### config.mk
export PLATFORM = sky130hd
export DESIGN_NAME = alien_formation_ctrl
export DESIGN_NICKNAME = d
export VERILOG_FILES = /design/src/rtl/aliens_pkg.sv /design/src/rtl/alien_hit_index.sv /design/src/rtl/alien_formation_ctrl.sv
export SDC_FILE = /design/constraint.sdc
export NUM_CORES = 1
export LEC_CHECK = 0
export ABC_AREA = 1
export CAP_MARGIN = 5
export CORE_MARGIN = 8
export CORE_UTILIZATION = 55
export CTS_BUF_LIST = sky130_fd_sc_hd__clkbuf_4 sky130_fd_sc_hd__clkbuf_8
export DETAILED_ROUTE_END_ITERATION = 12
export PLACE_DENSITY = 0.75
export RECOVER_POWER = 50
export SLEW_MARGIN = 10
export SYNTH_ARGS = -nofsm -noshare
export SYNTH_HDL_FRONTEND = slang
export SYNTH_SLANG_ARGS = --single-unit
### constraint.sdc
create_clock -name Clk -period 20.7 [get_ports Clk]
set_input_delay 4.14 -clock Clk [delete_from_list [all_inputs] [get_ports Clk]]
set_output_delay 4.14 -clock Clk [all_outputs]
set_load 0.01 [all_outputs]
### src/rtl/aliens_pkg.sv
// Shared alien formation geometry and state encoding (also used by the draw stage).
package aliens_pkg;

    localparam int GRID_ROWS = 5;
    localparam int GRID_COLS = 10;
    localparam int GRID_BITS = GRID_ROWS * GRID_COLS;
    localparam int CELL_W    = 30;
    localparam int CELL_H    = 20;
    localparam int COL_PITCH = 40;
    localparam int ROW_PITCH = 30;
    localparam int SCREEN_W  = 640;

    typedef enum logic [1:0] {
        MARCH_R = 2'd0,
        MARCH_L = 2'd1,
        CLEARED = 2'd2,
        LANDED  = 2'd3
    } alien_state_t;

endpackage

### src/rtl/alien_hit_index.sv
// Combinational bullet-to-alien lookup: maps a bullet pixel onto the formation
// grid and reports whether it lands inside a live alien cell.
module alien_hit_index
    import aliens_pkg::*;
(
    input  logic [8:0]  i_aliens_row,
    input  logic [9:0]  i_aliens_col,
    input  logic [8:0]  i_bullet_row,
    input  logic [9:0]  i_bullet_col,
    input  logic        i_bullet_exists,
    input  logic [49:0] i_grid,
    output logic        o_hit_valid,
    output logic [5:0]  o_hit_index
);

    logic [9:0] w_dx;
    logic [8:0] w_dy;
    logic [9:0] w_col;
    logic [9:0] w_dx_rem;
    logic [8:0] w_row;
    logic [8:0] w_dy_rem;

    // Offset into the formation, split into cell coordinate and in-pitch remainder
    always_comb begin
        o_hit_valid = 1'b0;
        o_hit_index = '0;
        w_dx        = i_bullet_col - i_aliens_col;
        w_dy        = i_bullet_row - i_aliens_row;
        w_col       = w_dx / 10'(COL_PITCH);
        w_dx_rem    = w_dx % 10'(COL_PITCH);
        w_row       = w_dy / 9'(ROW_PITCH);
        w_dy_rem    = w_dy % 9'(ROW_PITCH);
        if (i_bullet_exists &&
            (i_bullet_col >= i_aliens_col) && (i_bullet_row >= i_aliens_row) &&
            (w_col < 10'(GRID_COLS)) && (w_dx_rem < 10'(CELL_W)) &&
            (w_row < 9'(GRID_ROWS))  && (w_dy_rem < 9'(CELL_H))) begin
            o_hit_index = 6'(w_row) * 6'(GRID_COLS) + 6'(w_col);
            o_hit_valid = i_grid[o_hit_index];
        end
    end

endmodule

### src/rtl/alien_formation_ctrl.sv
// Alien formation controller: marches a 5x10 formation across the screen,
// drops on edge reversal, removes aliens hit by the bullet, and reports
// cleared/landed terminal conditions.
// Optional build macro: ALIEN_SPEEDUP_EN (step period shrinks as aliens die).
module alien_formation_ctrl
    import aliens_pkg::*;
#(
    parameter int STEP_FRAMES = 30,
    parameter int STEP_X      = 10,
    parameter int STEP_Y      = 10,
    parameter int COL_INIT    = 40,
    parameter int ROW_INIT    = 40,
    parameter int LAND_ROW    = 400
)(
    input  logic        Clk,
    input  logic        Reset,
    input  logic        FrameTick,
    input  logic [8:0]  BulletRow,
    input  logic [9:0]  BulletCol,
    input  logic        BulletExists,
    output logic [49:0] Aliens_Grid,
    output logic [8:0]  AliensRow,
    output logic [9:0]  AliensCol,
    output logic        BulletHit,
    output logic        AliensCleared,
    output logic        AliensLanded
);

    localparam logic [15:0] P_FULL = 16'((STEP_FRAMES < 1) ? 1 : STEP_FRAMES);

    alien_state_t r_state;
    logic [49:0]  r_grid;
    logic [8:0]   r_row;
    logic [9:0]   r_col;
    logic [15:0]  r_count;
    logic         r_hit;
    logic         r_cleared;
    logic         r_landed;

    logic         w_hit_valid;
    logic [5:0]   w_hit_idx;
    logic [49:0]  w_grid_post;
    logic [3:0]   w_rc;
    logic [2:0]   w_lr;
    logic [11:0]  w_right_edge;
    logic [8:0]   w_next_row;
    logic [9:0]   w_next_col;
    alien_state_t w_next_state;
    logic [10:0]  w_bottom;
    logic         w_land;
    logic [15:0]  w_period;
    logic         w_period_chg;
    logic [15:0]  w_count_next;
    logic         w_step;

    alien_hit_index u_hit (
        .i_aliens_row    (r_row),
        .i_aliens_col    (r_col),
        .i_bullet_row    (BulletRow),
        .i_bullet_col    (BulletCol),
        .i_bullet_exists (BulletExists),
        .i_grid          (r_grid),
        .o_hit_valid     (w_hit_valid),
        .o_hit_index     (w_hit_idx)
    );

`ifdef ALIEN_SPEEDUP_EN
    localparam logic [15:0] P_HALF    = 16'(((STEP_FRAMES / 2) < 1) ? 1 : (STEP_FRAMES / 2));
    localparam logic [15:0] P_QUARTER = 16'(((STEP_FRAMES / 4) < 1) ? 1 : (STEP_FRAMES / 4));

    logic [5:0]  w_live;
    logic [15:0] r_period;

    // Live-alien count selects the march period
    always_comb begin
        w_live = '0;
        for (int unsigned i = 0; i < GRID_BITS; i++) begin
            w_live = w_live + 6'(r_grid[i]);
        end
        if (w_live > 6'd25)
            w_period = P_FULL;
        else if (w_live > 6'd10)
            w_period = P_HALF;
        else
            w_period = P_QUARTER;
        w_period_chg = (w_period != r_period);
    end

    // Remember the period in force so a change can restart the frame counter
    always_ff @(posedge Clk) begin
        if (Reset)
            r_period <= P_FULL;
        else
            r_period <= w_period;
    end
`else
    assign w_period     = P_FULL;
    assign w_period_chg = 1'b0;
`endif

    // Frame counter: one step each time the counter wraps on a FrameTick
    always_comb begin
        w_step       = 1'b0;
        w_count_next = r_count;
        if (w_period_chg) begin
            w_count_next = '0;
        end else if (FrameTick) begin
            if (r_count >= w_period - 16'd1) begin
                w_count_next = '0;
                w_step       = 1'b1;
            end else begin
                w_count_next = r_count + 16'd1;
            end
        end
    end

    // Post-hit grid drives edge and landing checks so a same-cycle hit counts
    always_comb begin
        w_grid_post = r_grid;
        if (w_hit_valid)
            w_grid_post[w_hit_idx] = 1'b0;
        w_rc = '0;
        w_lr = '0;
        for (int unsigned c = 0; c < GRID_COLS; c++) begin
            for (int unsigned r = 0; r < GRID_ROWS; r++) begin
                if (w_grid_post[r * GRID_COLS + c]) begin
                    w_rc = 4'(c);
                end
            end
        end
        for (int unsigned r = 0; r < GRID_ROWS; r++) begin
            for (int unsigned c = 0; c < GRID_COLS; c++) begin
                if (w_grid_post[r * GRID_COLS + c]) begin
                    w_lr = 3'(r);
                end
            end
        end
        w_right_edge = 12'(r_col) + 12'(COL_PITCH) * 12'(w_rc) + 12'(CELL_W + STEP_X);
        w_next_row   = r_row;
        w_next_col   = r_col;
        w_next_state = r_state;
        if (r_state == MARCH_R) begin
            if (w_right_edge > 12'(SCREEN_W - 1)) begin
                w_next_row   = r_row + 9'(STEP_Y);
                w_next_state = MARCH_L;
            end else begin
                w_next_col   = r_col + 10'(STEP_X);
            end
        end else if (r_state == MARCH_L) begin
            if (r_col < 10'(STEP_X)) begin
                w_next_row   = r_row + 9'(STEP_Y);
                w_next_state = MARCH_R;
            end else begin
                w_next_col   = r_col - 10'(STEP_X);
            end
        end
        w_bottom = 11'(w_next_row) + 11'(ROW_PITCH) * 11'(w_lr) + 11'(CELL_H);
        w_land   = (w_bottom >= 11'(LAND_ROW));
    end

    // Formation FSM with registered position, grid and status outputs
    always_ff @(posedge Clk) begin
        if (Reset) begin
            r_state   <= MARCH_R;
            r_grid    <= '1;
            r_row     <= 9'(ROW_INIT);
            r_col     <= 10'(COL_INIT);
            r_count   <= '0;
            r_hit     <= 1'b0;
            r_cleared <= 1'b0;
            r_landed  <= 1'b0;
        end else begin
            r_hit <= 1'b0;
            case (r_state)
                MARCH_R, MARCH_L: begin
                    r_hit   <= w_hit_valid;
                    r_grid  <= w_grid_post;
                    r_count <= w_count_next;
                    if (w_grid_post == '0) begin
                        r_state   <= CLEARED;
                        r_cleared <= 1'b1;
                    end else if (w_step) begin
                        r_row <= w_next_row;
                        r_col <= w_next_col;
                        if (w_land) begin
                            r_state  <= LANDED;
                            r_landed <= 1'b1;
                        end else begin
                            r_state  <= w_next_state;
                        end
                    end
                end
                default: begin
                    r_state <= r_state;
                end
            endcase
        end
    end

    assign Aliens_Grid   = r_grid;
    assign AliensRow     = r_row;
    assign AliensCol     = r_col;
    assign BulletHit     = r_hit;
    assign AliensCleared = r_cleared;
    assign AliensLanded  = r_landed;

endmodule

Word level (Yosys, flattened, before mapping)
Index checks and enable logic that the tools add are counted.

storage, ports and cells
  logic and storage cells = 178
  register bits = 90
  input port bits = 23
  output and inout bits = 72

operators by class
  add/subtract/negate cells = 11
  bitwise operators = 4
  divide/modulo/power cells = 4
  equal/unequal tests = 4
  reduce and logical (&&, ||, !) cells = 21
  muxes and demuxes = 110
  $lt $le $gt $ge = 13
  multipliers = 3

operator list
  kind                                                                number
  two-way mux 4 bit                                                   42
  two-way mux 3 bit                                                   39
  bitwise AND 50 bit                                                  1
  zero test 50 bit                                                    1
  two-way mux 50 bit                                                  1
  NOT 50 bit                                                          1
  two-way mux 10 bit                                                  4
  two-way mux 9 bit                                                   4
  less-than comparator 10 x 4 -> 1 bit, second input constant         2
  adder 16 x 1 -> 16 bit, second input constant                       1
  greater-or-equal comparator 16 x 5 -> 1 bit, second input constant  1
  two-way mux 16 bit                                                  1
  less-than comparator 6 x 7 -> 1 bit, second input constant          2
  two-way mux 2 bit                                                   7
  adder 11 x 6 -> 12 bit, second input constant                       1
  greater-than comparator 12 x 10 -> 1 bit, second input constant     1
  adder 10 x 10 -> 11 bit                                             1
  adder 10 x 5 -> 11 bit, second input constant                       1
  greater-or-equal comparator 11 x 9 -> 1 bit, second input constant  1
  adder 10 x 4 -> 10 bit, second input constant                       1
  adder 9 x 8 -> 10 bit                                               1
  divider 10 x 6 -> 10 bit, second input constant                     1
  greater-or-equal comparator 10 bit                                  1
  less-than comparator 10 x 5 -> 1 bit, second input constant         1
  other kinds (33)                                                    53

Logic depth before layout (Yosys ltp)
Gate-level depths: netlist (run 1).

  depth in word-level cells = 72
  depth in mapped cells = 96
  depth with buffers taken out = 96

Modules after synthesis
Synthesis (run 1) repeated with hierarchy kept, for this count alone.

unflattened totals
  cell total of the unflattened synthesis = 1384
  area, all modules = 8779.7 um^2

modules (own cells, without submodules)
  module                seq. area each (um^2)  times used  cells each  area each (um^2)
  alien_formation_ctrl  1761.7                 1           806         5721.7
  alien_hit_index       0.0                    1           578         3057.9

Least setup slack after synthesis (run 1)
No wires, ideal clock.

  kind = input-to-reg
  start = input BulletRow[1]
  end = register r_state[0]
  arrival = 15.692 ns
  data required time = 20.585 ns
  path slack = 4.893 ns
  buffers on the path = 0
  stages on the path = 82
  setup time = 0.115 ns
  cells stage by stage = inv_1 -> ha_1 -> inv_1 -> fa_1 -> nand3_1 -> nand2_1 -> nand2_1 -> nand2_1 -> inv_1 -> ha_1 -> inv_1 -> nand2_2 -> nand3_4 -> o21ai_4 -> o21ai_4 -> nand2_1 -> nand2_2 -> nor2_4 -> [... 46 more ...] -> inv_1 -> ha_1 -> inv_1 -> ha_1 -> inv_1 -> fa_1 -> o21ai_0 -> a21oi_1 -> nor2_1 -> nor2_1 -> xor2_1 -> inv_1 -> a31oi_1 -> inv_1 -> o21ai_1 -> nand3_1 -> nand2_1 -> nor2_1

between the ends
  word-level cells in the longest chain between the ends = 71
  elaborated cells between the ends (all ways) = 129
  those cells by class = add/sub: 6; mul: 3; div: 2; order compare: 7; eq/ne: 1; mux: 97; bitwise: 2; reduce/logical: 11

ends and longest elaborated chain
  element                                                                     line                         text
  from (decl)                                                                 alien_formation_ctrl.sv:18   input logic [8:0] BulletRow,
  parallel branches: the longest is 13 deep, another holds subtractor 9 bit   -
  two-way mux 50 bit (*)                                                      alien_formation_ctrl.sv:120  if (w_hit_valid)
  parallel branches: the longest is 57 deep, another holds two-way mux 4 bit  -
  to (signal assigned)                                                        alien_formation_ctrl.sv:189  r_state <= w_next_state;
  to (signal assigned)                                                        alien_formation_ctrl.sv:194  r_state <= r_state;
  to (decl)                                                                   alien_formation_ctrl.sv:31   alien_state_t r_state;

Every way passes the cells marked *. The select of a mux whose other input is x is not followed.
A chain may end at the register's enable or synchronous reset.

Worst setup path in the final report (run 1)
  start = input BulletRow[1]
  end = register r_state[1]

Same word-level chain as after synthesis.

==> results of run 1 <==
-- cells in the mapped netlist, types with 5 or more instances --
cell,n,share of area
nand2_1,363,0.15
inv_1,214,0.090
nand3_1,158,0.089
nor2_1,94,0.040
dfxtp_1,88,0.20
a21oi_1,70,0.039
ha_1,67,0.094
nand2_2,40,0.028
o21ai_0,30,0.017
xor2_1,29,0.028
nand4_1,22,0.015
o22ai_1,20,0.014
nand3_2,18,0.020
clkbuf_1,16,0.0067
nor2_2,14,0.0098
nor3_1,12,0.0067
inv_2,10,0.0042
buf_4,9,0.0076
fa_1,8,0.018
nand2_4,8,0.010
xnor2_1,8,0.0079
a31oi_1,7,0.0049
clkinv_1,7,0.0029
nor2_4,7,0.0088
nor4_1,7,0.0049
o211ai_1,5,0.0042
o21a_1,5,0.0042
o21ai_1,5,0.0028
-- flip-flops by register name, summed over array words and instances, names as in the netlist --
| signal | cells |
|---|---|
| AliensCol | 9 |
| BulletHit | 1 |
| AliensCleared | 1 |
| r_count | 16 |
| AliensLanded | 1 |
| Aliens_Grid | 50 |
| AliensRow | 8 |
| r_state | 2 |
-- layer usage --
| layer | wire (um) | GRT usage | vias to the layer above | part of all wire |
|---|---|---|---|---|
| met5 | 0 | 0 | - | 0 |
| met4 | 427 | 0.0642 | 0 | 0.015 |
| met3 | 2580 | 0.0677 | 39 | 0.093 |
| met2 | 12700 | 0.448 | 396 | 0.46 |
| met1 | 12000 | 0.347 | 4281 | 0.43 |
| li1 | - | - | 4665 | - |
-- through the flow --
step	util	area, um2	setup WS, ns	instances
2_1_floorplan	-	8930	4.89	1400
3_3_place_gp	0.624	9910	3.16	1676
3_5_place_dp	0.624	9910	2.82	1676
4_1_cts	0.636	10100	3.21	1692
5_1_grt	0.636	10100	1.97	1692
6_report	0.636	10100	3.37	1692
-- cell usage in the layout, fill, tap and decap left out, types with 5 or more instances in the layout --
| cell | netlist | routed |
|---|---|---|
| nand3_2 | 18 | 18 |
| a21oi_1 | 70 | 70 |
| o21ai_0 | 30 | 30 |
| nor2_2 | 14 | 14 |
| nor3_1 | 12 | 12 |
| nor2_4 | 7 | 7 |
| xor2_1 | 29 | 29 |
| nand4_1 | 22 | 22 |
| inv_1 | 214 | 214 |
| clkdlybuf4s50_1 | 0 | 25 |
| ha_1 | 67 | 67 |
| nand2_1 | 363 | 363 |
| nand3_1 | 158 | 158 |
| fa_1 | 8 | 8 |
| nor4_1 | 7 | 7 |
| o22ai_1 | 20 | 20 |
| xnor2_1 | 8 | 8 |
| a31oi_1 | 7 | 7 |
| o21ai_1 | 5 | 5 |
| o211ai_1 | 5 | 5 |
| nor2_1 | 94 | 94 |
| nand2_4 | 8 | 8 |
| dlygate4sd3_1 | 0 | 66 |
| dfxtp_1 | 88 | 88 |
| inv_2 | 10 | 10 |
| clkinv_1 | 7 | 7 |
| clkbuf_8 | 0 | 9 |
| o21a_1 | 5 | 5 |
| nand2_2 | 40 | 40 |
-- area by class of cell --
class,count,area [um2],area share
Clock buffer,9,124,0.0123
Sequential cell,88,1760,0.174
Timing Repair Buffer,94,927,0.0918
Tap cell,216,270,0.0268
Clock inverter,7,75.1,0.00743
Inverter,232,876,0.0867
Multi-Input combinational cell,1046,6070,0.601
-- how the worst min path moves through the flow --
stage                      startpoint           to  cells after the start
after detailed placement  r_count[11]  r_count[11]                      2
after floorplan           r_count[14]  r_count[14]                      2
after global routing      r_count[14]  r_count[14]                      2
final                      r_count[8]   r_count[8]                      2
after global placement    r_count[15]  r_count[15]                      2
after CTS                  r_count[8]   r_count[8]                      2
-- power by group --
part / total (mW) / internal (mW) / leakage, nW / switching (mW)
logic: 0.415 / 0.121 / 3.98 / 0.295
clock network: 0.125 / 0.0476 / 0.0981 / 0.0774
registers: 0.170 / 0.170 / 0.711 / 0.000423
-- critical path: cells and delay by family --
| family | cells | cell delay, ns |
|---|---|---|
| AND/OR/NAND/NOR | 37 | 4.19 |
| adder cells (fa/ha/maj) | 15 | 3.89 |
| AO/OA/AOI/OAI | 11 | 2.89 |
| buffers and inverters | 16 | 1.41 |
| XOR/XNOR | 4 | 1.04 |
-- cells by family after synthesis --
group | Yosys count | synth area share
flops | 88 | 0.197
other cells | 1 | 0.000420
simple gates | 764 | 0.412
fa+ha+maj | 75 | 0.112
mux | 1 | 0.00252
compound gates | 165 | 0.112
xor+xnor | 39 | 0.0407
buf+inv | 266 | 0.123
==> metrics, run 1 <==
vias in the first global route=8685; Primary FF master, synth=dfxtp_1; worst hold path type=register to register; R2R setup slack=6.94 ns; GRT Total Usage=0.271; CP max-delay cell=a2111oi_1; H-tree depth=3; Post-Syn Instances=1399; initial antenna violation count=0; Leak=4.79 nW; WL final=27800 um; worst hold margin=0.445 ns; worst r2r src=AliensRow[1]; gpl congestion=1.01; post-DP HPWL=21600 um; initial DRC count=1111; post-synthesis sequential area ratio=0.197; status=complete, but fails checks; Clock Tree Root=clkbuf_8; worst setup path class=input pin to register; Die ar.=20600 um2; Clock transition at path regs=0.10 ns; router iterations before antenna repair=5; row count=46; post_cts resized=0; EDFF count, synth=0; Final ANT Viol Nets=0; # nets final=1569; Worst Tran Pin Value=3.10 ns; Layout area overhead=13.2%; via count=9381; Pwr Total=0.710 mW; Setup TNS=0 ns; WL/cell=16.4 um; RSZ-0062 raised after global routing=false; die width=143 um; Worst EP arrival=17.63 ns; Req. time, crit path=21.00 ns; Synth cell types=63; # Post-CTS Setup Buffers=0; Starting Density=0.562; fraction of layout cells with a size suffix above 1=0.0962; CP startpoint kind=input pin; Vias/cell=5.54; Max stage delay on crit path=0.82 ns; # setup viols final=0; worst setup path endpoint=r_state[1]; worst ir drop on vdd=59.9 uV; endpoint class of the critical path=register; Final Max Slew Viols=65; Buffers on Ports=92; Synth Cell Area=8920 um2; Cell Pwr Density=70.3 nW/um2; drt drc=0; Crit. Startpoint=BulletRow[1]; final clock skew=0.0172 ns; maxcap violations=1; I/O pins=95; Synth Area per Inst=6.38 um2; clock sink count=88; flops & latches, synth=88; first-pass GRT wire length=44400 um; cell count of the worst reg-to-reg path=81; Max clock buf depth=2; Layout fillers=1538; failing checks=capacitance limit, slew limit; TritonCTS clock tree=built; relative slew slack=-1.07; FFs w/ async S/R, synth=0; crit path max fanout=9; CTS Hold Buffers Added=0; Die Y=143 um; final hold vios=0; highest clock rate=57.7 MHz; fin crit share=0.837; largest net degree at the start of global routing=65; Reg2Reg Capture Point=r_state[1]; Inserted Clock Buffers=9; minimum clock period=17.33 ns; number of diodes=0; YS warnings=0; core area=15900 um2; worst skew pair latency=0.40 ns; gr ovfl total=0
Note: power is estimated with default switching activity, not from simulation.
==> inputs of run 2 (changes only) <==
--- a/config.mk
+++ b/config.mk
@@ -8,10 +8,10 @@
 export ABC_AREA = 1
 export CAP_MARGIN = 5
 export CORE_MARGIN = 8
-export CORE_UTILIZATION = 55
+export CORE_UTILIZATION = 54
 export CTS_BUF_LIST = sky130_fd_sc_hd__clkbuf_4 sky130_fd_sc_hd__clkbuf_8
 export DETAILED_ROUTE_END_ITERATION = 12
-export PLACE_DENSITY = 0.75
+export PLACE_DENSITY = 0.77
 export RECOVER_POWER = 50
 export SLEW_MARGIN = 10
 export SYNTH_ARGS = -nofsm -noshare
==> constraint.sdc (replaced) <==
create_clock -name Clk -period 15.88 [get_ports Clk]
set_input_delay 3.176 -clock Clk [delete_from_list [all_inputs] [get_ports Clk]]
set_output_delay 3.176 -clock Clk [all_outputs]
set_load 0.01 [all_outputs]
==> metrics, run 2 (same netlist as run 1, synthesis figures left out) <==
status=finished, final reports clean; hold endpoint=r_count[11]; Vias/cell=5.58 (+0.60%); maxcap violations=0 (-1); post-route setup slack=0.667 ns (-2.70 ns); Reg2Reg Capture Point=r_state[0]; worst setup path class=input pin to register; router iterations before antenna repair=6 (+1); cell count of the worst reg-to-reg path=84 (+3.7%); Worst Hold Depth=2 (unchanged); Seq. cell area=1760 um2 (unchanged); row count=47 (+2.2%); number of diodes=0 (unchanged); crit path max fanout=8 (-1); Final ANT Viol Nets=0 (unchanged); Clock Tree Root=clkbuf_8; clock sink count=88 (unchanged); Post-Layout Cell Count=1732 (+2.4%); worst ir drop on vdd=94.2 uV (+57%); WL final=28600 um (+2.9%); worst r2r src=AliensRow[4]; gr ovfl total=0 (unchanged); highest clock rate=65.7 MHz; Worst EP arrival=15.48 ns (-2.15 ns); core area=16300 um2 (+2.9%); Layout fillers=1551 (+0.85%); worst skew pair latency=0.37 ns (-0.03 ns); first-pass GRT wire length=44900 um (+1.1%); placed cells=1700 (+1.4%); fraction of layout cells with a size suffix above 1=0.140 (+0.0440); H-tree depth=3 (unchanged); Internal=0.486 mW (+44%); Layout area overhead=18.2%; Clock transition at path regs=0.09 ns (about the same); minimum clock period=15.21 ns; fin crit share=0.958; Worst Tran Pin Value=0.958 ns (-2.14 ns); Die Y=145 um (+0.82%); switching share of power=0.506 (-0.0179); fin area=10500 um2 (+4.4%); delay-heaviest family, CP=simple AND/OR/NAND/NOR gates; final clock skew=0.0145 ns (-0.00276 ns); TritonCTS clock tree=built; Clock power frac=0.157 (-0.019); largest net degree at the start of global routing=65 (unchanged); Max clock buf depth=2 (unchanged); endpoint class of the critical path=register; relative slew slack=0.361 (+1.43); Die ar.=20900 um2 (+1.6%); Cell Area, Placed=10100 um2 (+1.6%); die width=145 um (+0.82%); vias in the first global route=8799 (+1.3%); commonest non-fill, non-tap cell in the layout=nand2_1; via count=9660 (+3.0%); worst hold path type=register to register; drt drc=0 (unchanged); Largest register FFs=50 (unchanged); # setup viols final=0 (unchanged); post-DP HPWL=22200 um (+2.5%); gpl congestion=1.06 (+4.7%); Buffers on Ports=92 (unchanged); # nets final=1605 (+2.3%); Sw Pwr=0.499 mW (+34%); CP startpoint kind=input pin; initial antenna violation count=0 (unchanged); Cell Pwr Density=93.4 nW/um2 (+33%); R2R setup slack=3.32 ns (-3.62 ns); commonest cells after routing, fill and taps aside=nand2_1, inv_1, nand3_1, nor2_1, dfxtp_1; initial DRC count=900 (-19%); Leak=5.05 nW (+5.4%); pre-CTS setup slack=-0.352 ns (-3.18 ns); Req. time, crit path=16.14 ns (-4.86 ns); hold path startpoint=r_count[11]; Final Max Slew Viols=0 (-100%); area of the multi-input gates=6240 um2 (+2.8%); post-route core utilization=0.645 (+0.00909); CP max-delay cell=fa_2; Max stage delay on crit path=0.42 ns (-0.40 ns); WL/cell=16.5 um (+0.48%); Inserted Clock Buffers=9 (unchanged); final hold vios=0 (unchanged); Starting Density=0.546 (-0.0159); cell with the most instances on the worst path=nand2_1; sequential power share=0.225 (-0.015); Logic pwr share=0.617 (+0.032); Bufs and invs on worst path=16 (unchanged); I/O pins=95 (unchanged); GRT Total Usage=0.271 (about the same)
==> run 2: cell types whose count changed in the layout (fill, tap and decap cells not counted), sizes merged <==
cell,delta
clkbuf,+3
dlygate4sd3,+4
clkdlybuf4s50,-4
clkinv,-2
inv,-2
buf,+37
==> run 2: through the flow <==
stage | setup TNS (ns) | power [mW] | hold slack, ns
CTS | 0 | 0.950 | 0.444
detailed placement | -0.947 | 0.788 | 0.429
global placement | 0 | 0.787 | 0.426
finish | 0 | 0.985 | 0.444
floorplan | 0 | 0.656 | 0.419
global route | -0.503 | 1.05 | 0.464
==> run 2: layout make-up <==
class / count / area share
sequential: 88 / 0.167
multi-input combinational: 1046 / 0.591
clock inverter: 3 / 0.00237
clock buffer: 13 / 0.0158
timing repair buffer: 130 / 0.114
inverter: 232 / 0.0833
tap: 220 / 0.0261
==> run 2: power by group through the flow <==
stage | Sequential, mW | Clock, mW | Combinational (mW)
floorplan | 0.227 | 0 | 0.429
global placement | 0.227 | 0 | 0.560
detailed placement | 0.227 | 0 | 0.561
CTS | 0.222 | 0.159 | 0.569
global route | 0.222 | 0.167 | 0.659
finish | 0.222 | 0.155 | 0.608
==> run 2: per-layer routing <==
metal	wire (um)	share of wire	vias to the layer above	GRT usage
li1	-	-	4746	-
met1	12300	0.43	4384	0.361
met2	12800	0.45	458	0.433
met3	2560	0.089	72	0.0432
met4	900	0.032	0	0.0958
met5	0	0	-	0
==> run 2: worst register-to-register path: cells and delay by family, from the launching register on <==
family          cells  cell delay (ns)
mux                 1             0.39
fa+ha+maj          13             3.59
flops               1             0.49
compound gates     10             1.64
xor+xnor            4             0.81
simple gates       42             4.17
buf+inv            14             1.37
==> run 2: how the worst max path moves through the flow <==
stage,from,end,slack (ns),cells past startpoint
floorplan,BulletRow[1],r_state[0],1.04,82
global placement,BulletRow[1],r_state[0],0.08,89
detailed placement,BulletRow[1],r_state[0],-0.35,88
CTS,BulletRow[1],r_state[0],0.08,88
global route,BulletRow[1],r_state[1],-0.21,86
finish,BulletRow[1],r_state[0],0.67,85
==> run 2: timing repair <==
action	in CTS	in global routing
setup endpoints to repair	2	3
hold buffers	0	0
buffers inserted	0	16
resized for setup	1	42
pin swaps	0	16
